### src/rtl/pixel_port_arbiter_pkg.sv
// pixel_pkg: shared widths, requester indices, FSM encoding and helpers for the pixel port arbiter
// No ports; imported by the interface, arb_pick and pixel_port_arbiter.
package pixel_pkg;
  localparam int H_RES_DEF = 320;
  localparam int V_RES_DEF = 240;
  localparam int N_REQ = 3;
  localparam int X_W = 9;
  localparam int Y_W = 8;
  localparam int C_W = 15;
  localparam int REQ_CLEAR = 0;
  localparam int REQ_BG = 1;
  localparam int REQ_SPRITE = 2;
  typedef enum logic {IDLE = 1'b0, BURST = 1'b1} state_t;
  function automatic logic [1:0] onehot_idx(input logic [N_REQ-1:0] g);
    return g[REQ_SPRITE] ? 2'd2 : g[REQ_BG] ? 2'd1 : 2'd0;
  endfunction
endpackage

### src/rtl/pixel_port_arbiter_if.sv
// pixel_port_arbiter_if: requester pixel bus plus VGA adapter outputs of the arbiter
// master: requesters/VGA side (drives req, pix_*; sees gnt, vga_*, timeout_err)
// slave:  arbiter side (sees req, pix_*; drives gnt, vga_*, timeout_err)
interface pixel_port_arbiter_if;
  import pixel_pkg::*;
  logic [N_REQ-1:0] req;
  logic [N_REQ-1:0] pix_valid;
  logic [N_REQ-1:0] pix_last;
  logic [N_REQ*X_W-1:0] pix_x;
  logic [N_REQ*Y_W-1:0] pix_y;
  logic [N_REQ*C_W-1:0] pix_colour;
  logic [N_REQ-1:0] gnt;
  logic [X_W-1:0] vga_x;
  logic [Y_W-1:0] vga_y;
  logic [C_W-1:0] vga_colour;
  logic vga_plot;
  logic timeout_err;
  modport master (
    output req, pix_valid, pix_last, pix_x, pix_y, pix_colour,
    input gnt, vga_x, vga_y, vga_colour, vga_plot, timeout_err
  );
  modport slave (
    input req, pix_valid, pix_last, pix_x, pix_y, pix_colour,
    output gnt, vga_x, vga_y, vga_colour, vga_plot, timeout_err
  );
endinterface

### src/rtl/pixel_port_arbiter_arb_pick.sv
// arb_pick: combinational winner select, clear engine first, then round-robin bg/sprite
// req_i: request vector; rr_i: 0 prefers bg tiler, 1 prefers sprite; win_o: one-hot-or-zero winner
module arb_pick
  import pixel_pkg::*;
(
  input  logic [N_REQ-1:0] req_i,
  input  logic             rr_i,
  output logic [N_REQ-1:0] win_o
);
  assign win_o = req_i[REQ_CLEAR] ? 3'b001 :
                 (req_i[REQ_BG] && (!rr_i || !req_i[REQ_SPRITE])) ? 3'b010 :
                 req_i[REQ_SPRITE] ? 3'b100 : 3'b000;
endmodule

### src/rtl/pixel_port_arbiter.sv
// pixel_port_arbiter: grants one of three pixel producers a burst and forwards its pixels to the VGA adapter
// clk: 50 MHz clock; reset: synchronous active-low
// bus (slave): req/pix_valid/pix_last/pix_x/pix_y/pix_colour in; gnt, vga_x/y/colour/plot, timeout_err out
module pixel_port_arbiter
  import pixel_pkg::*;
#(
  parameter int H_RES = H_RES_DEF,
  parameter int V_RES = V_RES_DEF,
  parameter int TIMEOUT = 1023
) (
  input logic                 clk,
  input logic                 reset,
  pixel_port_arbiter_if.slave bus
);
  localparam int CW = $clog2(TIMEOUT + 1) < 10 ? 10 : $clog2(TIMEOUT + 1);
  localparam logic [X_W:0] X_LIM = (X_W + 1)'(H_RES);
  localparam logic [Y_W:0] Y_LIM = (Y_W + 1)'(V_RES);
  localparam logic [CW-1:0] CNT_END = CW'(TIMEOUT - 1);
  state_t state_q, state_d;
  logic [N_REQ-1:0] gnt_q, gnt_d, win;
  logic rr_q, rr_d, err_q, err_d, plot_q, plot_d;
  logic [CW-1:0] cnt_q, cnt_d;
  logic [X_W-1:0] x_q, x_d, gx;
  logic [Y_W-1:0] y_q, y_d, gy;
  logic [C_W-1:0] c_q, c_d, gc;
  logic acc, fin, drop, tmo;
  int sel;
  arb_pick u_pick (.req_i(bus.req), .rr_i(rr_q), .win_o(win));
  assign sel = int'(onehot_idx(gnt_q));
  assign gx = bus.pix_x[sel*X_W +: X_W];
  assign gy = bus.pix_y[sel*Y_W +: Y_W];
  assign gc = bus.pix_colour[sel*C_W +: C_W];
  // a pixel counts only from the granted requester while it still requests
  assign acc = |(gnt_q & bus.pix_valid & bus.req);
  assign fin = |(gnt_q & bus.pix_valid & bus.pix_last & bus.req);
  assign drop = ~|(gnt_q & bus.req);
  // release on the edge where the idle count would reach TIMEOUT
  assign tmo = !acc && cnt_q == CNT_END;
  always_ff @(posedge clk) begin
    if (!reset) begin
      state_q <= IDLE;
      gnt_q <= '0;
      rr_q <= 1'b0;
      err_q <= 1'b0;
      cnt_q <= '0;
      plot_q <= 1'b0;
      x_q <= '0;
      y_q <= '0;
      c_q <= '0;
    end else begin
      state_q <= state_d;
      gnt_q <= gnt_d;
      rr_q <= rr_d;
      err_q <= err_d;
      cnt_q <= cnt_d;
      plot_q <= plot_d;
      x_q <= x_d;
      y_q <= y_d;
      c_q <= c_d;
    end
  end
  always_comb begin
    state_d = state_q;
    gnt_d = gnt_q;
    rr_d = rr_q;
    err_d = err_q;
    cnt_d = acc ? '0 : cnt_q + 1'b1;
    if (state_q == IDLE) begin
      cnt_d = '0;
      if (|bus.req) begin
        state_d = BURST;
        gnt_d = win;
      end
    end else if (fin || drop || tmo) begin
      state_d = IDLE;
      gnt_d = '0;
      cnt_d = '0;
      // a finished bg burst hands preference to the sprite and vice versa
      rr_d = gnt_q[REQ_CLEAR] ? rr_q : gnt_q[REQ_BG];
      err_d = err_q | (tmo & ~drop);
    end
  end
  always_comb begin
    x_d = acc ? gx : x_q;
    y_d = acc ? gy : y_q;
    c_d = acc ? gc : c_q;
    plot_d = acc && ({1'b0, gx} < X_LIM) && ({1'b0, gy} < Y_LIM);
  end
  assign bus.gnt = gnt_q;
  assign bus.vga_x = x_q;
  assign bus.vga_y = y_q;
  assign bus.vga_colour = c_q;
  assign bus.vga_plot = plot_q;
  assign bus.timeout_err = err_q;
endmodule

### src/flat_wrapper.sv
// flat-port wrapper written by rule: the top's interface ports become plain ports
module pixel_port_arbiter_flat import pixel_pkg::*;
#(
  parameter int H_RES = H_RES_DEF,
  parameter int V_RES = V_RES_DEF,
  parameter int TIMEOUT = 1023
)
  (clk, reset, bus_req, bus_pix_valid, bus_pix_last, bus_pix_x, bus_pix_y, bus_pix_colour, bus_gnt, bus_vga_x, bus_vga_y, bus_vga_colour, bus_vga_plot, bus_timeout_err);
  pixel_port_arbiter_if bus_i ();
  input logic clk;
  input logic reset;
  input wire logic [$bits(bus_i.req)-1:0] bus_req;
  input wire logic [$bits(bus_i.pix_valid)-1:0] bus_pix_valid;
  input wire logic [$bits(bus_i.pix_last)-1:0] bus_pix_last;
  input wire logic [$bits(bus_i.pix_x)-1:0] bus_pix_x;
  input wire logic [$bits(bus_i.pix_y)-1:0] bus_pix_y;
  input wire logic [$bits(bus_i.pix_colour)-1:0] bus_pix_colour;
  output wire logic [$bits(bus_i.gnt)-1:0] bus_gnt;
  output wire logic [$bits(bus_i.vga_x)-1:0] bus_vga_x;
  output wire logic [$bits(bus_i.vga_y)-1:0] bus_vga_y;
  output wire logic [$bits(bus_i.vga_colour)-1:0] bus_vga_colour;
  output wire logic [$bits(bus_i.vga_plot)-1:0] bus_vga_plot;
  output wire logic [$bits(bus_i.timeout_err)-1:0] bus_timeout_err;
  assign bus_i.req = bus_req;
  assign bus_i.pix_valid = bus_pix_valid;
  assign bus_i.pix_last = bus_pix_last;
  assign bus_i.pix_x = bus_pix_x;
  assign bus_i.pix_y = bus_pix_y;
  assign bus_i.pix_colour = bus_pix_colour;
  assign bus_gnt = bus_i.gnt;
  assign bus_vga_x = bus_i.vga_x;
  assign bus_vga_y = bus_i.vga_y;
  assign bus_vga_colour = bus_i.vga_colour;
  assign bus_vga_plot = bus_i.vga_plot;
  assign bus_timeout_err = bus_i.timeout_err;
  pixel_port_arbiter #(.H_RES(H_RES), .V_RES(V_RES), .TIMEOUT(TIMEOUT)) u_core (.clk(clk), .reset(reset), .bus(bus_i));
endmodule
### config.mk
export PLATFORM = sky130hd
export DESIGN_NAME = pixel_port_arbiter_flat
export DESIGN_NICKNAME = d
export VERILOG_FILES = /design/src/rtl/pixel_port_arbiter_pkg.sv /design/src/rtl/pixel_port_arbiter_if.sv /design/src/rtl/pixel_port_arbiter_arb_pick.sv /design/src/rtl/pixel_port_arbiter.sv /design/src/flat_wrapper.sv
export SDC_FILE = /design/constraint.sdc
export NUM_CORES = 1
export LEC_CHECK = 0
export CAP_MARGIN = 10
export CORE_MARGIN = 2
export CORE_UTILIZATION = 37
export DETAILED_ROUTE_END_ITERATION = 10
export HOLD_SLACK_MARGIN = 0.05
export PLACE_DENSITY_LB_ADDON = 0.08
export REMOVE_ABC_BUFFERS = 1
export SYNTH_ARGS = -nofsm -noshare
export SYNTH_HDL_FRONTEND = slang
export SYNTH_SLANG_ARGS = --single-unit
### constraint.sdc
create_clock -name clk -period 2 [get_ports clk]
set_input_delay 0.3 -clock clk [delete_from_list [all_inputs] [get_ports clk]]
set_output_delay 0.3 -clock clk [all_outputs]
set_load 0.05 [all_outputs]
=== Yosys cells after proc, flatten, opt, wreduce, memory -nomap -nowiden ===
Cells that the tools add are included.

* Add/sub/neg operators: 1
* $mul: 2
* $lt $le $gt $ge: 2
* Equality and inequality tests: 2
* Shifts and indexed selects: 3
* Mux-type cells: 11
* Bitwise operators: 10
* Reduce and logical (&&, ||, !) cells: 20

{| class="wikitable"
|+ Operators by type and width
! kind !! count
|-
| $shiftx A45 B32 Y15 || 1
|-
| $shiftx A27 B32 Y9 || 1
|-
| $shiftx A24 B6 Y8 || 1
|-
| $mux W3 || 6
|-
| $and A3 B3 Y3 || 5
|-
| $mul A2 B4 Y6 const B || 2
|-
| $reduce_or A3 Y1 || 4
|-
| $add A10 B1 Y10 const B || 1
|-
| $eq A10 B10 Y1 const B || 1
|-
| $lt A9 B9 Y1 const B || 1
|-
| $lt A8 B8 Y1 const B || 1
|-
| $reduce_or A6 Y1 || 1
|-
| $logic_and A1 B1 Y1 || 4
|-
| $logic_not A1 Y1 || 4
|-
| $mux W1 || 4
|-
| $reduce_and A2 Y1 || 2
|-
| $logic_or A1 B1 Y1 || 3
|-
| $not A1 Y1 || 3
|-
| $reduce_and A3 Y1 || 1
|-
| $mux W2 || 1
|-
| $ne A2 B2 Y1 const B || 1
|-
| $reduce_bool A2 Y1 || 1
|-
| $and A1 B1 Y1 || 1
|-
| $or A1 B1 Y1 || 1
|}

* Register bits after elaboration: 49
* Input bits: 107
* Output and inout bits: 37
* Logic and storage cells: 60

=== Logic depth before layout (Yosys ltp) ===
Gate-level depths: netlist (run 1).

* Depth in word-level cells: 8
* Depth in mapped cells: 7
* Mapped depth without buffers: 7

=== Cells and area by module ===
Synthesis (run 1) repeated with hierarchy kept, for this count alone.

* Cells, all modules: 305
* Area, all modules: 2,468.6 sq um

{| class="wikitable"
|+ By module, submodules not included
! module !! times used !! cells an instance !! area each (sq um) !! sequential area each (sq um)
|-
| pixel_port_arbiter || 1 || 300 || 2,431.1 || 980.9
|-
| arb_pick || 1 || 5 || 37.5 || 0.0
|}

=== Least setup slack after synthesis (run 1) ===
Ideal clock, no wire load.

* Kind: register -> register
* From: register u_core.gnt_q[1] (netlist: u_core.bus.gnt[1])
* To: register u_core.gnt_q[2] (netlist: u_core.bus.gnt[2])
* Setup time: 0.061 ns
* Arrival: 1.844 ns
* Data required time: 1.939 ns
* Path slack: 0.096 ns
* Cell stages (with the launch flop): 7
* Buffers on the path: 1
* Clock period less this slack: 1.904 ns
* Path through: dfxtp_1 -> buf_2 -> a222oi_1 -> nor4_2 -> o21ai_1 -> a211oi_2 -> a32o_1

* Word-level cells in the longest chain between the ends: 8
* Elaborated cells on any way between the ends: 15
* Classes of those cells: 1 x eq/ne; 5 x bitwise; 9 x reduce/logical

{| class="wikitable"
|+ Ends and longest elaborated chain
! what !! RTL line !! text
|-
| from (decl) || pixel_port_arbiter.sv:20 || <nowiki>logic [N_REQ-1:0] gnt_q, gnt_d, win;</nowiki>
|-
| from (signal assigned) || pixel_port_arbiter.sv:52 || <nowiki>gnt_q <= gnt_d;</nowiki>
|-
| $and A3 B3 Y3 || pixel_port_arbiter.sv:34, pixel_port_arbiter.sv:35 ||
|-
| $and A3 B3 Y3 (on tied branches) || pixel_port_arbiter.sv:35, pixel_port_arbiter.sv:34 ||
|-
| $and A3 B3 Y3 / $reduce_or A3 Y1 (equally long branches) || pixel_port_arbiter.sv:35, pixel_port_arbiter.sv:34 ||
|-
| $reduce_or A3 Y1 / $logic_not A1 Y1 (equally long branches) || pixel_port_arbiter.sv:35, pixel_port_arbiter.sv:38 ||
|-
| $logic_or A1 B1 Y1 / $logic_and A1 B1 Y1 (equally long branches) || pixel_port_arbiter.sv:74, pixel_port_arbiter.sv:38 ||
|-
| $logic_or A1 B1 Y1 * || pixel_port_arbiter.sv:74 || <nowiki>end else if (fin || drop || tmo) begin</nowiki>
|-
| $ne A2 B2 Y1 (no line) * || - ||
|-
| $reduce_and A2 Y1 (no line) * || - ||
|}

Every way passes the cells marked *; elsewhere a longest branch is shown, timed or not.
A chain may end at the register's enable or synchronous reset.

=== Worst setup path in the final report (run 1) ===
* From: register u_core.gnt_q[0] (netlist: u_core.bus.gnt[0])
* To: output bus_gnt[0]

{| class="wikitable"
|+ RTL lines
! what !! RTL line !! text
|-
| to (decl) || flat_wrapper.sv:18 || <nowiki>output wire logic [$bits(bus_i.gnt)-1:0] bus_gnt;</nowiki>
|}

No word-level cell between the ends.

==> results of run 1 <==
==> worst reg2reg max path, cell delays in order, from the launching register on <==
cell and delay (ps):
sky130_fd_sc_hd__dfxtp_1 400, sky130_fd_sc_hd__and3_4 220, sky130_fd_sc_hd__or3b_4 400, sky130_fd_sc_hd__o21a_4 220
sky130_fd_sc_hd__nor3b_2 180, sky130_fd_sc_hd__mux2i_1 190
==> cell usage after synthesis <==
cell and instances:
sky130_fd_sc_hd__a211oi_2 1, sky130_fd_sc_hd__nand3_1 9, sky130_fd_sc_hd__nor4b_1 1, sky130_fd_sc_hd__ha_1 2, sky130_fd_sc_hd__o21ai_1 1, sky130_fd_sc_hd__nand2b_1 1
sky130_fd_sc_hd__o21ai_0 32, sky130_fd_sc_hd__xnor2_1 3, sky130_fd_sc_hd__a21oi_1 33, sky130_fd_sc_hd__o21a_4 1, sky130_fd_sc_hd__o21a_1 1, sky130_fd_sc_hd__clkbuf_1 8
sky130_fd_sc_hd__xor2_1 5, sky130_fd_sc_hd__nand2_1 39, sky130_fd_sc_hd__nand4_1 1, sky130_fd_sc_hd__nor4_1 1, sky130_fd_sc_hd__a222oi_1 1, sky130_fd_sc_hd__mux2i_1 33
sky130_fd_sc_hd__nor4_2 1, sky130_fd_sc_hd__or3b_4 1, sky130_fd_sc_hd__inv_1 2, sky130_fd_sc_hd__nor3b_2 1, sky130_fd_sc_hd__nand3_2 1, sky130_fd_sc_hd__buf_1 2
sky130_fd_sc_hd__and3_1 1, sky130_fd_sc_hd__nor2_1 48, sky130_fd_sc_hd__nor3_1 3, sky130_fd_sc_hd__buf_2 7, sky130_fd_sc_hd__o2bb2ai_1 1, sky130_fd_sc_hd__and4_1 3
sky130_fd_sc_hd__dfxtp_1 49, sky130_fd_sc_hd__a32o_1 2, sky130_fd_sc_hd__and3_4 1
==> flip-flops by register name, indices dropped and copies added, names as in the netlist <==
name / cells
u_core.cnt_q: 10
u_core.bus.gnt: 3
u_core.bus.vga_y: 8
u_core.bus.vga_colour: 15
u_core.bus.vga_plot: 1
u_core.bus.vga_x: 9
u_core.state_q: 1
u_core.bus.timeout_err: 1
u_core.rr_q: 1
==> metal layers <==
layer	track usage, %	wire [um]	vias up
met5	0	0	-
li1	-	-	1318
met2	32.76	3186	93
met1	22.97	2867	1103
met4	7.359	161	0
met3	8.063	630	15
==> cell families (layout without fill, tap and decap cells) <==
logic type | Yosys count | in the layout | share of synthesized area, %
xor gates and xnor gates | 8 | 8 | 2.926
and+or+nand+nor | 112 | 112 | 21.06
DFF | 49 | 49 | 40.96
muxes | 33 | 33 | 13.79
buffers and inverters | 19 | 164 | 3.344
AOI/OAI and AO/OA | 73 | 73 | 16.88
adders and majority gates | 2 | 2 | 1.045
==> worst max-delay path by stage <==
stage,from,end,slack [ps],cells past startpoint
after floorplan,u_core.bus.gnt[2],u_core.cnt_q[2],-1020,5
after global placement,bus_req[1],u_core.bus.gnt[2],50,6
after detailed placement,bus_req[1],u_core.bus.gnt[1],10,6
after CTS,u_core.bus.gnt[0],bus_gnt[0],90,1
after global routing,u_core.bus.gnt[0],bus_gnt[0],20,1
final,u_core.bus.gnt[0],bus_gnt[0],100,1
==> placed cells by master, fill, tap and decap left out, drive strengths merged, types with 5 or more instances in the layout <==
master         instances
nor2                  48
clkbuf                 8
buf                   13
nand3                 10
dfxtp                 49
nand2                 39
mux2i                 33
clkdlybuf4s50        141
a21oi                 33
o21ai                 33
xor2                   5
==> power by group through the flow <==
stage | clock [uW] | sequential [uW] | combinational [uW]
5_1_grt | 607 | 1040 | 666
2_1_floorplan | 0 | 1180 | 152
4_1_cts | 568 | 1030 | 619
3_3_place_gp | 0 | 1050 | 612
3_5_place_dp | 0 | 1060 | 618
6_report | 543 | 1030 | 614
==> cell type report <==
cell class	instances	area (um2)
clock buffer	8	80.08
inverter	2	7.507
sequential	49	983.4
fill	591	2238
timing repair buffer	154	1572
tap	77	96.34
multi-input combinational	228	1336
==> stage by stage <==
| stage | TNS (ps) | total power, uW | hold slack [ps] | util (%) |
|---|---|---|---|---|
| 2_1_floorplan | -40150 | 1330 | 417.8 | - |
| 3_3_place_gp | 0 | 1667 | 432.6 | 63.28 |
| 3_5_place_dp | 0 | 1674 | 442.7 | 63.28 |
| 4_1_cts | 0 | 2221 | 460.0 | 64.55 |
| 5_1_grt | 0 | 2313 | 480.3 | 64.55 |
| 6_report | 0 | 2190 | 454.8 | 64.55 |
==> results by stage, run 1 <==
Run status:
- The run finished with clean final reports.

Die:
- The die span in y is 84.45 um.
- The area of the die is around 0.0071 mm2.
- The placeable core region is 0.006314 mm2.
- Pin placement for this block handled approximately 140 I/O pins.
- The width of the die is between 80 and 90 um.
- The effective utilization at floorplan is between 30% and 40%.
- The number of rows created at floorplan is 29.

Critical path:
- The number of cells on the worst reg-to-reg path is 5.
- Along the worst path, the maximum fanout reaches 6.
- The data arrival time of the critical path is ~1600 ps.
- The critical path startpoint category is a flop.
- The critical path goes through clkdlybuf4s50_1.
- The register-to-register setup slack is about 330 ps.
- The delay of the slowest cell on the worst path is approximately 850 ps.
- The slowest stage of the critical path belongs to the cell sky130_fd_sc_hd__clkdlybuf4s50_1.
- The critical path data required time is around 1700 ps.
- The kind of cell with the highest combined delay along the critical path is buffers and inverters.
- The worst setup path is of the reg2out kind.
- The endpoint identified for the worst register-to-register timing path is u_core.rr_q.
- STA classifies the critical path endpoint as a primary output.
- The buffers plus inverters on the worst setup path is 1.
- The startpoint identified for the worst register-to-register timing path is u_core.cnt_q[2].

Routing:
- The total vias in the final route is 2529.
- The detailed router finished its first iteration with 57 violations.
- The total length of routed wires is 6845 um.
- The via density per instance is between 4 and 5.
- The first-pass iteration count of the detailed router is 4.
- For this run, design rule violations remaining after detail routing come to 0.
- The count of nets left with antenna violations after detail routing is 0.
- In the final routed layout, each cell accounts on average for 13.21 um.

Timing:
- Setup repair after global routing left no endpoint under its margin.
- The worst slew slack as a fraction of its limit is a little over three fifths.
- For the pin with the worst max-slew slack, the measured transition is between 500 and 600 ps.
- The final clock skew is ~6.6 ps.
- The count of final hold-check violations is 0.
- The smallest clock period supported by the final layout is computed as roughly 1900 ps.
- Timing would allow up to approximately 530 MHz.
- The final count of pins violating max slew is 0.
- The final setup violation count is 0.
- Setup slack closes at ~100 ps.
- In the finished design, the share of the clock period the worst path needs comes to approximately 95%.

Clock tree:
- TritonCTS built the clock tree.
- Once the clock tree was built, the setup fixing pass inserted 0 buffers.
- The number of H-tree levels is 2.
- The clock transition at the register clock pins on the worst setup and hold paths after CTS is approximately 80 ps.
- After clock tree synthesis, the repair step resized 0 gates.
- Clock tree synthesis inserted a total of 5 buffers.
- The cell at the root of the clock tree is sky130_fd_sc_hd__clkbuf_8.
- The clock insertion delay at the later pin of the skew report is 290 ps.
- The longest clock path from root to sink contains 2 buffers.
- The tree built by TritonCTS fans out to between 40 and 50 sinks.
- Buffers inserted to repair hold after CTS numbered 0.

Pwr:
- The sequential cell fraction of total power is 47.2%.
- The power per unit of standard cell area is between 500 and 600 mW/mm2.
- The leakage power of the design is about 0.0015 uW.
- Net switching is 27.42% of the power.
- IR analysis of the VDD net gives a maximum drop of 0.3273 mV.
- The clock network accounts for 24.8% of the total power.
- Summed over all nets, the switching power comes to around 600 uW.
- The internal power summed over all cells is about 1600 uW.
- The combinational fraction of design power is 28.0%.

Worst hold path:
- The worst hold path depth is 2.
- The worst min-delay path endpoint is u_core.bus.vga_colour[1].
- The min-delay analysis places its worst path in the category reg2reg.
- The worst hold path begins at u_core.bus.vga_colour[1].

Finish:
- The antenna diode count is 0.
- In the final layout, the share of cells above drive strength 1 is under 10%.
- After the last flow step, the layout net total stands at 549.
- The finished layout holds 518 standard cells, fillers aside.
- The synthesis-to-layout area growth is 70.17%.
- The design area is between 0.004 and 0.005 mm2.

GRT:
- The first-pass GRT wire length is 11440 um.
- The number of global-route vias before repair came to 2541.
- For this run the aggregate overflow at the end of global routing stands at 0.
- The initial antenna violation count is 0.
- The pin count of the biggest net entering global routing is 49.
- The global-route usage over all layers is 19.75%.

Synthesis:
- Of the post-synthesis cell area, the dominant cell type holds about 40%.
- By area the synthesized netlist is led by sky130_fd_sc_hd__dfxtp_1 (41%), sky130_fd_sc_hd__mux2i_1 (14%), sky130_fd_sc_hd__nor2_1 (7.5%), sky130_fd_sc_hd__a21oi_1 (6.9%), sky130_fd_sc_hd__o21ai_0 (6.7%).
- The cell type contributing the most total cell area after synthesis is sky130_fd_sc_hd__dfxtp_1.
- The number of register bits inferred by synthesis is between 40 and 50.
- The average cell area after synthesis is 8.091 um2.
- The synthesized instance count is about 300.
- Summing the sequential cell areas from Yosys gives between 40% and 50% of the chip area.
- For this run, the number of Yosys warnings is 0.
- The synthesized area is 0.002395 mm2.
- Yosys mapped the design onto 33 distinct sky130hd cell types.

Flow run:
- The tool flagged a number of max-cap violations equal to 0.

Placement:
- The number of placed instances, taps included, is 510.
- The area after detailed placement is approximately 0.0040 mm2.
- The weighted congestion at the end of routability-driven global placement is ~0.81.
- Input and output buffers added on the ports amount to between 100 and 150.
- Timing analysis after detailed placement gives a worst setup slack of ~11 ps.
- The wire-length estimate of the detail-placed layout is about 5400 um.
No activity file was read; power rests on OpenSTA's default activity.
==> run 2: changes to the inputs <==
--- a/config.mk
+++ b/config.mk
@@ -7,11 +7,12 @@
 export LEC_CHECK = 0
 export CAP_MARGIN = 10
 export CORE_MARGIN = 2
-export CORE_UTILIZATION = 37
+export CORE_UTILIZATION = 38
 export DETAILED_ROUTE_END_ITERATION = 10
 export HOLD_SLACK_MARGIN = 0.05
 export PLACE_DENSITY_LB_ADDON = 0.08
 export REMOVE_ABC_BUFFERS = 1
 export SYNTH_ARGS = -nofsm -noshare
 export SYNTH_HDL_FRONTEND = slang
+export SYNTH_HIERARCHICAL = 1
 export SYNTH_SLANG_ARGS = --single-unit
==> constraint.sdc (replaced) <==
create_clock -name clk -period 2 [get_ports clk]
set_input_delay 0.4 -clock clk [delete_from_list [all_inputs] [get_ports clk]]
set_output_delay 0.4 -clock clk [all_outputs]
set_load 0.05 [all_outputs]
==> run 2 against run 1 <==
  * Critical path depth unchanged
  * First-iteration DRC count unchanged
  * Fmax increased by 2.0%
  * Worst hold slack got worse by 0.70 ps
  * Die area increased by 0.36%
  * Register-to-register slack improved by 40 ps
  * Utilization increased by 1.2 points
  * Sequential share of layout area decreased by 0.45 points
  * Synthesized cell count increased by 3.0%
  * Via count increased by 1.0%
  * Critical endpoint is now bus_vga_colour[5]
  * Largest cell class unchanged
  * Largest power group unchanged
==> results by stage, run 2 <==
Die:
- The width of the die is 84.60 um (+0.18%).
- The count of pins on the block boundary is 144 (unchanged).
- The placeable core region is 0.006314 mm2 (unchanged).
- The area of the die was 0.007157 mm2 (+0.36%).
- The effective utilization at floorplan is 39.10% (+1.2 points).
- The number of rows created at floorplan is 29 (unchanged).
- The die span in y is 84.60 um (+0.18%).

Timing:
- The worst path setup slack after routing is 137.4 ps (+37.85 ps).
- The post-route fraction of the period consumed by the critical path is 93.13% (-1.9 points).
- The final clock skew is 5.380 ps (-1.179 ps).
- The maximum clock frequency came to 536.9 MHz (+2.0%).
- The worst slew slack as a fraction of its limit is 63.64% (+0.89 points).
- The final setup violation count came to 0 (unchanged).
- The smallest hold slack was 454.1 ps (-0.7050 ps).
- The slew of the pin with the lowest slew margin is 543.7 ps (-13.38 ps).
- The count of final hold-check violations is 0 (unchanged).
- The shortest period the worst path allows is 1863 ps (-37.85 ps).
- Setup repair after global routing left no endpoint under its margin.
- The final count of pins violating max slew is 0 (unchanged).

Routing:
- The total vias in the final route is 2555 (+1.0%).
- The met3 wire length is 649 um (+3.0%).
- The post-route DRC violation count came to 0 (unchanged).
- The via density per instance was 4.876 (-0.13%).
- The wire length per cell after detailed routing is 13.28 um (+0.47%).
- The number of DRC markers after the initial detailed-route iteration is 57 (unchanged).
- The first-pass iteration count of the detailed router is 4 (unchanged).
- The total length of routed wires is 6957 um (+1.6%).
- The met2 wire length is 3340 um (+4.8%).
- The routed metal-1 wire length is 2840 um (-0.94%).
- The count of nets left with antenna violations after detail routing is 0 (unchanged).
- The highest layer touched by signal routing is met4.

GRT:
- The global-route usage over all layers is 19.89% (+0.14 points).
- The number of global-route vias before repair is 2536 (-0.20%).
- The initial antenna violation count is 0 (unchanged).
- The remaining global-route overflow is 0 (unchanged).
- The pin count of the biggest net entering global routing came to 68 (+39%).
- The first-pass GRT wire length is 11560 um (+1.0%).

Critical path:
- The delay of the slowest cell on the worst path was 840 ps (about the same).
- The critical path goes through clkdlybuf4s50_1.
- The critical path data required time was 1600 ps (-100 ps).
- The class of the most critical setup path is reg2out.
- Among cell families on the critical path, the largest total delay comes from buffers and inverters.
- The library cell contributing the largest single delay on the critical path is sky130_fd_sc_hd__clkdlybuf4s50_1.
- The buffers plus inverters on the worst setup path is 1 (unchanged).
- The maximum net fanout on the critical path is 2 (-4).
- The critical path startpoint category is a flop.
- The worst setup path is captured at a primary output.
- The data arrival time of the critical path is 1460 ps (-140 ps).

Run status:
- The run finished with clean final reports.

Finish:
- The antenna diode count is 0 (unchanged).
- The final cell utilization of the core is 65.77% (+1.2 points).
- Leaving out fill and tap cells, the most frequent cells in the layout are sky130_fd_sc_hd__clkdlybuf4s50_1 (139), sky130_fd_sc_hd__nor2_1 (51), sky130_fd_sc_hd__dfxtp_1 (47), sky130_fd_sc_hd__nand2_1 (37), sky130_fd_sc_hd__mux2i_1 (36).
- The share of cells above drive strength 1 is 7.159% (+0.81 points).
- Leaving out fill and tap cells, the most frequent cell in the layout is sky130_fd_sc_hd__clkdlybuf4s50_1.
- The number of flip-flops under the largest register name is 15 (unchanged).
- The final standard cell count with taps included and fillers excluded came to 524 (+1.2%).
- The count of nets after finishing is 556 (+1.3%).
- Relative to the synthesized area, the layout overhead comes to 68.22%.

Pwr:
- The clock network power share is 29.5% (+4.7 points).
- The power per unit of standard cell area is 542.9 mW/mm2 (+1.0%).
- The maximum VDD drop is 0.3215 mV (-1.8%).
- The reported net switching power is 573.8 uW (-4.4%).
- The fraction of power spent switching nets is 25.45% (-2.0 points).
- The leakage power of the design is 0.001525 uW (+4.0%).
- The combinational fraction of design power is 25.0% (-3.0 points).
- The sequential cell fraction of total power is 45.5% (-1.7 points).
- The internal power summed over all cells came to 1681 uW (+5.7%).

Clock tree:
- The clock transition at the register clock pins on the worst setup and hold paths after CTS is 80 ps (about the same).
- The clock insertion delay at the later pin of the skew report is 290 ps (about the same).
- The number of hold-repair buffers added at the cts stage is 0 (unchanged).
- The TritonCTS buffer count came to 5 (unchanged).
- The post-CTS setup buffer count is 0 (unchanged).
- The cell at the root of the clock tree is sky130_fd_sc_hd__clkbuf_8.
- TritonCTS built the clock tree.
- The number of H-tree levels is 2 (unchanged).
- The number of clock sinks seen by CTS is 49 (unchanged).
- The number of gates resized after cts is 0 (unchanged).
- The clock tree buffer depth is 2 (unchanged).

Synthesis:
- The synthesized area is 0.002469 mm2 (+3.1%).
- The cell type contributing the most total cell area after synthesis is sky130_fd_sc_hd__dfxtp_1.
- The dominant combinational cell family by area after synthesis is simple AND/OR/NAND/NOR gates.
- The synthesized instance count is 305 (+3.0%).
- Among all cell types in the netlist, the one instantiated most often is sky130_fd_sc_hd__nor2_1.
- Yosys attributes the largest share of cell area to sky130_fd_sc_hd__dfxtp_1 (40%), sky130_fd_sc_hd__mux2i_1 (15%), sky130_fd_sc_hd__nor2_1 (7.9%), sky130_fd_sc_hd__a21oi_1 (6.9%), sky130_fd_sc_hd__o21ai_0 (6.5%).
- The total of warnings raised by yosys is 6 (+6).
- The share of synthesized area occupied by flip-flops and latches came to 39.74% (-1.2 points).
- The number of register bits inferred by synthesis is 49 (unchanged).
- The share of flip-flops with an asynchronous set or reset came to 0% (unchanged).
- The fraction of the mapped netlist area in compound gates is 16.47% (-0.40 points).
- The area share of xor/xnor cells in the synthesized design is 2.838% (-0.087 points).
- The share of the synthesized area in the top cell type is 39.74% (-1.2 points).
- The number of unique standard cell types used by synthesis is 32 (-3.0%).
- In the synthesized netlist the dominant register cell turns out to be sky130_fd_sc_hd__dfxtp_1.
- The adder-cell area share of the yosys netlist is 1.014% (-0.031 points).
- The number of enable flip-flop cells after synthesis was 0 (unchanged).
- Sorting the synthesized cells by how often they occur yields sky130_fd_sc_hd__nor2_1 (52), sky130_fd_sc_hd__dfxtp_1 (49), sky130_fd_sc_hd__nand2_1 (37), sky130_fd_sc_hd__mux2i_1 (36), sky130_fd_sc_hd__a21oi_1 (34).
- The post-synthesis share of cell area spent on and, or, nand and nor gates is 21.19% (+0.13 points).
- The fraction of synthesized area in multiplexers was 14.60% (+0.80 points).
- The average cell area after synthesis is 8.094 um2 (about the same).

Placement:
- The number of port buffers is 143 (unchanged).
- The minimum setup slack after placement is -41.28 ps (-52.09 ps).
- The total half-perimeter wirelength after legalization and detailed placement is 5320 um (-0.81%).
- The cell total after placement is 517 (+1.4%).
- The weighted congestion at the end of routability-driven global placement is 0.8666 (+7.4%).

Flow run:
- The count of max-cap constraint violations is 0 (unchanged).

Worst hold path:
- The type of the tightest min-delay check is reg2reg.
[run 2: final cells by class]
type                    count  area [um2]
well taps                  77       96.34
inverters                   4       15.01
flip-flops and latches     49       983.4
multi-input cells         233        1388
clock inverters             2       35.03
repair buffers            154        1567
clock buffers               5       68.82
fillers                   595        2161
[run 2: per-layer routing]
metal / GRT usage [%] / vias up
li1: - / 1340
met1: 23.39 / 1112
met2: 33.07 / 91
met3: 8.161 / 12
met4: 6.349 / 0
met5: 0 / -
[run 2: per-stage QoR]
step | area (um2) | power [uW] | setup TNS, ps
2_1_floorplan | 2381 | 1287 | -40260
3_3_place_gp | 4049 | 1608 | 0
3_5_place_dp | 4049 | 1614 | -84.01
4_1_cts | 4153 | 2282 | 0
5_1_grt | 4153 | 2377 | 0
6_report | 4153 | 2254 | 0
[run 2: cell families (layout without fill, tap and decap cells)]
logic type | Yosys count | count (layout)
muxes | 36 | 36
AOI/OAI and AO/OA | 74 | 74
xor gates and xnor gates | 8 | 8
buffers and inverters | 23 | 165
adders and majority gates | 2 | 2
DFF | 49 | 49
and+or+nand+nor | 113 | 113
[run 2: worst paths after layout]
check | depth (start not counted) | slack (ps) | start | endpoint
hold reg to reg | 2 | 450 | u_core/bus.vga_colour[3] | u_core/bus.vga_colour[3]
setup reg to reg | 5 | 370 | u_core/bus.gnt[0] | u_core/rr_q
hold / removal | 2 | 450 | u_core/bus.vga_colour[3] | u_core/bus.vga_colour[3]
setup / recovery | 1 | 140 | u_core/bus.vga_colour[5] | bus_vga_colour[5]
[run 2: power by group through the flow]
stage	Combinational, uW	Clock, uW	Sequential, uW
floorplan	140	0	1150
global route	610	736	1030
detailed placement	565	0	1050
finish	563	666	1030
global placement	560	0	1050
CTS	568	687	1030
